$ cat src/rtl/id_pkg.sv
// Shared types and the combinational field packer for the instruction encoder.
// Latency: none (package: types, constants and a pure function).
// Backpressure: n/a.
package id_pkg;

  typedef enum logic [2:0] {
    R      = 3'd0,
    I_OP   = 3'd1,
    I_LOAD = 3'd2,
    S      = 3'd3,
    B      = 3'd4
  } instr_type_e;

  localparam logic [6:0]  OPC_OP     = 7'b0110011;
  localparam logic [6:0]  OPC_OPIMM  = 7'b0010011;
  localparam logic [6:0]  OPC_LOAD   = 7'b0000011;
  localparam logic [6:0]  OPC_STORE  = 7'b0100011;
  localparam logic [6:0]  OPC_BRANCH = 7'b1100011;
  localparam logic [31:0] NOP        = 32'h0000_0013;

  // Only imm[12:0] can ever reach the word; higher bits are the caller's concern.
  function automatic logic [31:0] encode_instr(
    input logic [2:0]  ty,
    input logic [4:0]  rd,
    input logic [4:0]  rs1,
    input logic [4:0]  rs2,
    input logic [2:0]  f3,
    input logic [6:0]  f7,
    input logic [12:0] imm
  );
    logic [31:0] w;
    case (ty)
      R:       w = {f7, rs2, rs1, f3, rd, OPC_OP};
      I_OP:    w = {imm[11:0], rs1, f3, rd, OPC_OPIMM};
      I_LOAD:  w = {imm[11:0], rs1, f3, rd, OPC_LOAD};
      S:       w = {imm[11:5], rs2, rs1, f3, imm[4:0], OPC_STORE};
      B:       w = {imm[12], imm[10:5], rs2, rs1, f3, imm[4:1], imm[11], OPC_BRANCH};
      default: w = NOP;
    endcase
    return w;
  endfunction

endpackage

$ cat src/rtl/id_enc_fifo.sv
// Synchronous FIFO holding encoded words between the packer and the consumer.
// Latency: a word pushed in cycle N is at the head in cycle N+1 (empty FIFO).
// Backpressure: push ignored when full, pop ignored when empty; head reads 0 when empty.
module id_enc_fifo #(
  parameter int DEPTH = 4,
  parameter int WIDTH = 32
) (
  input  logic             clk,
  input  logic             rst,
  input  logic             push,
  input  logic [WIDTH-1:0] push_dat,
  input  logic             pop,
  output logic [WIDTH-1:0] pop_dat,
  output logic             full,
  output logic             empty
);

  localparam int AW = $clog2(DEPTH);
  localparam logic [AW:0] FULL_CNT = (AW+1)'(DEPTH);

  logic [WIDTH-1:0] mem [DEPTH];
  logic [AW-1:0]    wr_ptr;
  logic [AW-1:0]    rd_ptr;
  logic [AW:0]      count;
  logic             do_push;
  logic             do_pop;

  assign full    = (count == FULL_CNT);
  assign empty   = (count == '0);
  assign do_push = push & ~full;
  assign do_pop  = pop & ~empty;
  assign pop_dat = empty ? '0 : mem[rd_ptr];

  // Storage array: written only on an accepted push, no reset needed.
  always_ff @(posedge clk) begin
    if (do_push) mem[wr_ptr] <= push_dat;
  end

  // Pointers wrap naturally; the occupancy counter separates full from empty.
  always_ff @(posedge clk) begin
    if (rst) begin
      wr_ptr <= '0;
      rd_ptr <= '0;
      count  <= '0;
    end else begin
      if (do_push) wr_ptr <= wr_ptr + AW'(1);
      if (do_pop)  rd_ptr <= rd_ptr + AW'(1);
      case ({do_push, do_pop})
        2'b10:   count <= count + (AW+1)'(1);
        2'b01:   count <= count - (AW+1)'(1);
        default: count <= count;
      endcase
    end
  end

endmodule

$ cat src/rtl/id_instr_enc.sv
// Packs decoded RV32 fields into instruction words and queues them for the injector.
// Latency: accepted in cycle N, visible on o_instr with o_valid in cycle N+1.
// Backpressure: o_ready drops while the output FIFO is full; optional macro IMM_RANGE_CHECK_EN rejects out-of-range immediates.
module id_instr_enc
  import id_pkg::*;
#(
  parameter int FIFO_DEPTH = 4,
  parameter int CNT_W      = 16
) (
  input  logic             i_clk,
  input  logic             i_rst,
  input  logic             i_valid,
  output logic             o_ready,
  input  logic [2:0]       i_type,
  input  logic [4:0]       i_rd,
  input  logic [4:0]       i_rs1,
  input  logic [4:0]       i_rs2,
  input  logic [2:0]       i_funct3,
  input  logic [6:0]       i_funct7,
  input  logic [31:0]      i_imm,
  output logic             o_valid,
  input  logic             i_ready,
  output logic [31:0]      o_instr,
  output logic [CNT_W-1:0] o_count,
  output logic             o_err
);

  logic        imm_ok;
  logic        push;
  logic        pop;
  logic        full;
  logic        empty;
  logic [31:0] enc_word;

  assign enc_word = encode_instr(i_type, i_rd, i_rs1, i_rs2, i_funct3, i_funct7, i_imm[12:0]);
  assign o_ready  = ~full;
  assign o_valid  = ~empty;
  // A rejected immediate still completes the input handshake, it just never reaches the FIFO.
  assign push     = i_valid & o_ready & imm_ok;
  assign pop      = o_valid & i_ready;

`ifdef IMM_RANGE_CHECK_EN
  logic err_q;

  // Immediates must fit the zero-extended range the decoder would hand back.
  always_comb begin
    imm_ok = 1'b1;
    case (i_type)
      I_OP, I_LOAD, S: imm_ok = (i_imm[31:12] == 20'd0);
      B:               imm_ok = (i_imm[31:13] == 19'd0) && !i_imm[0];
      default:         imm_ok = 1'b1;
    endcase
  end

  // One-cycle error pulse the cycle after a rejected handshake.
  always_ff @(posedge i_clk) begin
    if (i_rst) err_q <= 1'b0;
    else       err_q <= i_valid & o_ready & ~imm_ok;
  end

  assign o_err = err_q;
`else
  logic unused_imm;
  assign imm_ok     = 1'b1;
  assign o_err      = 1'b0;
  assign unused_imm = ^i_imm[31:13];
`endif

  id_enc_fifo #(
    .DEPTH (FIFO_DEPTH),
    .WIDTH (32)
  ) u_fifo (
    .clk      (i_clk),
    .rst      (i_rst),
    .push     (push),
    .push_dat (enc_word),
    .pop      (pop),
    .pop_dat  (o_instr),
    .full     (full),
    .empty    (empty)
  );

  // Delivered-word counter, wraps modulo 2^CNT_W.
  always_ff @(posedge i_clk) begin
    if (i_rst)    o_count <= '0;
    else if (pop) o_count <= o_count + CNT_W'(1);
  end

endmodule

$ cat config.mk
export PLATFORM = sky130hd
export DESIGN_NAME = id_instr_enc
export DESIGN_NICKNAME = d
export VERILOG_FILES = /design/src/rtl/id_pkg.sv /design/src/rtl/id_enc_fifo.sv /design/src/rtl/id_instr_enc.sv
export SDC_FILE = /design/constraint.sdc
export NUM_CORES = 1
export LEC_CHECK = 0
export BUFFER_PORTS_ARGS = -buffer_cell sky130_fd_sc_hd__buf_2
export CORE_MARGIN = 10
export CORE_UTILIZATION = 55
export CTS_CLUSTER_SIZE = 8
export DETAILED_ROUTE_END_ITERATION = 16
export GPL_TIMING_DRIVEN = 0
export PLACE_DENSITY_LB_ADDON = 0.08
export SETUP_SLACK_MARGIN = 0.02
export SLEW_MARGIN = 20
export SYNTH_ARGS = -nofsm -noshare
export SYNTH_HDL_FRONTEND = slang
export SYNTH_SLANG_ARGS = --single-unit
$ cat constraint.sdc
create_clock -name i_clk -period 2.69 [get_ports i_clk]
set_clock_uncertainty 0.1 [all_clocks]
set_input_delay 0.269 -clock i_clk [delete_from_list [all_inputs] [get_ports i_clk]]
set_output_delay 0.269 -clock i_clk [all_outputs]
set_load 0.01 [all_outputs]
# == After elaboration in Yosys (flattened, before gate mapping) ==
# Memories as Yosys holds them, arrays and structs flattened. A register that Yosys moved wholly into a read port is not among the register bits.
# Index checks and enable logic that the tools add are counted.
# totals
word_cells,33
mem_bits_rw,128
register_bits,23
mem_count,1
latch_bits,0
in_bits,64
mem_bits_ro,0
# classes
add_sub_neg,5
mux,7
mul,0
div,0
shift,0
n_eq_ne,7
reduce_logical,3
magnitude_cmp,0
bitwise,6
# memory_table
memory,depth,width,rd,rd_ports_with_merged_regs,wr,line,source
u_fifo.mem,4,32,1,1,1,id_enc_fifo.sv:21,logic [WIDTH-1:0] mem [DEPTH];
# op_table
cell,n
32-bit case mux with 5 select lines,1
32-bit 2-to-1 mux,1
16-bit by 1-bit adder with 16-bit output (second input constant),1
3-bit by 2-bit == test with 1-bit output (second input constant),2
3-bit == test (second input constant),2
3-bit logical NOT,2
3-bit case mux with 2 select lines,1
2-bit by 1-bit adder with 2-bit output (second input constant),2
1-bit bitwise AND,4
2-bit 2-to-1 mux,2
3-bit by 1-bit adder with 3-bit output (second input constant),1
3-bit by 1-bit == test with 1-bit output (second input constant),1
3-bit by 1-bit subtractor with 3-bit output (second input constant),1
2-bit by 1-bit == test with 1-bit output (second input constant),1
2-bit == test (second input constant),1
1-bit 2-to-1 mux,2
1-bit inverter,2
2-bit nonzero test,1

# == Depth between registers and ports, before layout ==
# logic_depth
depth_word,6
ltp_mapped,9

# == By module ==
# A second synthesis with hierarchy kept.
# hier_totals
hier_cells,432
area_unflattened_um2,6739.0
# modules_own_cells
mod,cells_each,area_per_inst_um2,n_inst
id_enc_fifo,256,5421.4,1
id_instr_enc,176,1317.5,1

# == Worst setup path after synthesis ==
# OpenSTA, ideal clock, no wires.
# synth_path
path_type,reg2reg
start,register u_fifo.count[2]
end,register u_fifo.count[2]
t_required_ns,2.520
setup_ns,0.070
path_slack_ns,0.292
synth_period_minus_slack_ns,2.398
stages_incl_launch_ff,10
arrival_time_ns,2.229
path_buffers,0
path_cell_list,dfxtp_1 -> or3b_1 -> and2_1 -> inv_1 -> ha_1 -> inv_1 -> fa_1 -> xor2_1 -> or3_1 -> a21oi_1
# synth_via
elab_chain_len,6
elab_cells_between_ends,14
# synth_lines
element,line,source
"start, declared",id_enc_fifo.sv:24,logic [AW:0] count;
"start signal, assigned",id_enc_fifo.sv:49,2'b10: count <= count + (AW+1)'(1);
"start signal, assigned",id_enc_fifo.sv:50,2'b01: count <= count - (AW+1)'(1);
"start signal, assigned",id_enc_fifo.sv:51,default: count <= count;
3-bit == test (*),id_enc_fifo.sv:28,assign full = (count == FULL_CNT);
1-bit inverter (*),id_instr_enc.sv:36,assign o_ready = ~full;
named net o_ready,id_instr_enc.sv:13,"output logic o_ready,"
1-bit bitwise AND,id_instr_enc.sv:39,assign push = i_valid & o_ready & imm_ok;
1-bit bitwise AND (*),id_enc_fifo.sv:30,assign do_push = push & ~full;
2-bit by 1-bit == test with 1-bit output or 2-bit == test (tied branches),id_enc_fifo.sv:48,"case ({do_push, do_pop})"
3-bit case mux with 2 select lines or 2-bit nonzero test (tied branches),-,
# The timed path passes the listed nets; every way through them passes the cells marked *.
# A chain may end at the register's enable or synchronous reset.

==> impl_metrics.json <==
{
  "fin_ws_ps": 132,
  "yosysTopAreaCell": "edfxtp_1",
  "crit_buf_inv": 3,
  "outcome": "completed",
  "rsz0062_at_grt": "true",
  "drt-met1-wl_um": 5070,
  "synth-seq-cells": 137,
  "area_growth_pct": 22.6,
  "fillers": 802,
  "cts_tree": "done",
  "ir_drop_mv": 0.615,
  "die_w_um": 124,
  "path_max_fanout": 10,
  "clockRootBuffer": "clkbuf_8",
  "synth_warnings": 0,
  "hold_path_class": "primary input to flip-flop",
  "num_rows": 38,
  "maxSlewViolCount": 0,
  "core_area_um2": 10700,
  "crit_chain": "buf_4 > buf_4 > mux4_2 > and2_1 > buf_2",
  "drive_gt1_frac": 0.348,
  "syn_area_per_cell_um2": 14.9,
  "finalPower_mw": 6.68,
  "worst_pin_slew_ps": 984,
  "dp_hpwl_um": 8900,
  "synth_area_leaders": "edfxtp_1 (56%), mux4_2 (11%), dfxtp_1 (8.4%)",
  "cts.clk_slew.worst_paths_ps": 60,
  "setup_viol": 0,
  "cpLargestDelayFamily": "buffers and inverters",
  "grt_start_max_net_pins": 27,
  "dr.max_layer_used": "met4",
  "ant_nets": 0,
  "clockBufferDepth": 2,
  "grt_usage": 0.169,
  "finalWirelength_um": 12900,
  "cts_max_level": 4,
  "grt_pass1_wl_um": 20800,
  "fmax_mhz": 391,
  "synth_ff_type": "edfxtp_1",
  "gr-total-overflow": 0,
  "crit_slowest_cell": "mux4_2",
  "seqCellArea_um2": 3860,
  "cts_buffers": 17,
  "multi_input_area_um2": 1960,
  "die_area_um2": 15400,
  "clk_latency_ps": 520,
  "r2r_cells": 9,
  "globalplace.congestion": 0.840,
  "cpMostUsedCell": "buf_4",
  "crit_cells": 5,
  "port_buffers": 92,
  "synth_top_area_share": 0.562,
  "routedWlPerCell_um": 19.0,
  "place_ws_ps": 168,
  "async_reset_ff_frac": 0,
  "start_util": 0.557,
  "path_class": "flip-flop to primary output",
  "grt_pass1_vias": 3996,
  "final-hold-violation-count": 0,
  "antenna_found_initial": 1,
  "nets": 596,
  "netlist_instances": 401,
  "cts_setup_buffers": 0,
  "drc": 0,
  "maxCapViolCount": 0,
  "viasPerCell": 5.54,
  "initialDrtViolationCount": 138,
  "synth-edff-count": 112,
  "holdWs_ps": 16.9,
  "seq_area_frac_synth": 0.646,
  "num_io_pins": 115,
  "fin_crit_sh": 0.951,
  "wl_met3_um": 767,
  "route.met2.wl_um": 6790,
  "synth_cell_types": 41,
  "syn-cell-area_um2": 5980,
  "cp.arrival_ps": 2190,
  "tns_ps": 0,
  "power_density_nw_per_um2": 910,
  "cpPeakStageDelay_ps": 520,
  "relSlewSlack": 0.337,
  "crit_path_start_kind": "flip-flop",
  "die_y_um": 124,
  "layout_commonest_cell": "edfxtp_1",
  "critPathCaptureType": "primary output",
  "firstDrtPassIters": 6,
  "finalWorstPathRequiredPeriod_ps": 2560,
  "clock_sinks": 137,
  "num_vias": 3763,
  "layout_common_cells": "edfxtp_1 (112), buf_2 (94), and2_1 (39)",
  "whs_path_depth": 2,
  "worstPathRequired_ps": 2320,
  "leakagePower_nw": 2.75
}
==> sequential cells by signal (all words and copies together) (netlist names), named ones only <==
signal         cells
o_count           16
u_fifo.wr_ptr      2
u_fifo.count       3
u_fifo.rd_ptr      2
u_fifo.mem       112
==> per-stage QoR <==
stage	cells	util	cell area [µm²]
3_5_place_dp	639	0.624	6710
4_1_cts	678	0.682	7330
3_3_place_gp	635	0.617	6630
2_1_floorplan	403	-	5990
5_1_grt	679	0.683	7340
6_report	679	0.683	7340
==> worst paths after layout <==
path / to / slack [ps] / start
worst max-delay path: o_instr[23] / 130 / flip-flop
worst min-delay path: u_fifo.mem[3][15] / 20 / i_rs1[0]
worst max register to register: u_fifo.count[2] / 200 / u_fifo.count[0]
worst min register to register: o_count[13] / 390 / o_count[13]
==> metal layers <==
metal,vias to the layer above,global-route usage
met5,-,0
met4,0,0.0699
met3,24,0.0515
met2,97,0.291
met1,1870,0.191
li1,1772,-
==> cells in the mapped netlist (4+ instances only) <==
| library cell | instances |
|---|---|
| a22oi_1 | 4 |
| mux2_2 | 4 |
| edfxtp_1 | 112 |
| dfxtp_1 | 25 |
| nand3_1 | 7 |
| nor2_1 | 16 |
| o22ai_1 | 5 |
| nor3b_1 | 4 |
| and3_1 | 5 |
| mux4_2 | 28 |
| o21ai_0 | 13 |
| and2_1 | 39 |
| mux2i_1 | 9 |
| buf_4 | 6 |
| inv_1 | 8 |
| ha_1 | 6 |
| clkbuf_1 | 14 |
| nor2b_1 | 8 |
| xnor2_1 | 5 |
| a21oi_1 | 35 |
| nand2_1 | 10 |
| xor2_1 | 8 |
| or3_2 | 4 |
| or3_1 | 4 |
==> worst reg2reg max path, cell delays in order, from the launching register on <==
cell	delay, ps
dfxtp_1	370
or3b_4	450
and2_1	210
inv_1	80
ha_1	170
inv_1	60
fa_1	380
xor2_1	160
or3_1	300
a21oi_1	140
==> power by group <==
group          total [mW]  switching (mW)  internal (mW)
Clock                2.11           0.880           1.23
Combinational        1.93            1.00          0.926
Sequential           2.64          0.0874           2.56
Total                6.68            1.97           4.71
==> kinds of logic after synthesis <==
kind of cell,count (synthesis),synth area share
muxes,41,0.128
xor gates and xnor gates,13,0.0190
and+or+nand+nor,106,0.104
other,1,0.000627
buffers and inverters,34,0.0284
adders and majority gates,7,0.0159
AOI/OAI and AO/OA,62,0.0579
DFF,137,0.646
==> final cells by class <==
class | count | share of cell area
plain buffers | 26 | 0.0203
inverters | 8 | 0.00409
repair buffers | 103 | 0.0832
well taps | 140 | 0.0239
multi-input cells | 232 | 0.268
clock inverters | 11 | 0.0109
diodes | 1 | 0.000341
clock buffers | 21 | 0.0628
flip-flops and latches | 137 | 0.527
==> timing repair <==
action	4_1_cts	5_1_grt
gates cloned	0	0
hold buffers	7	0
endpoints found under the hold margin	28	0
endpoints found under the setup margin	20	15
gates resized for setup	5	3
(Power assumes the default switching activity.)
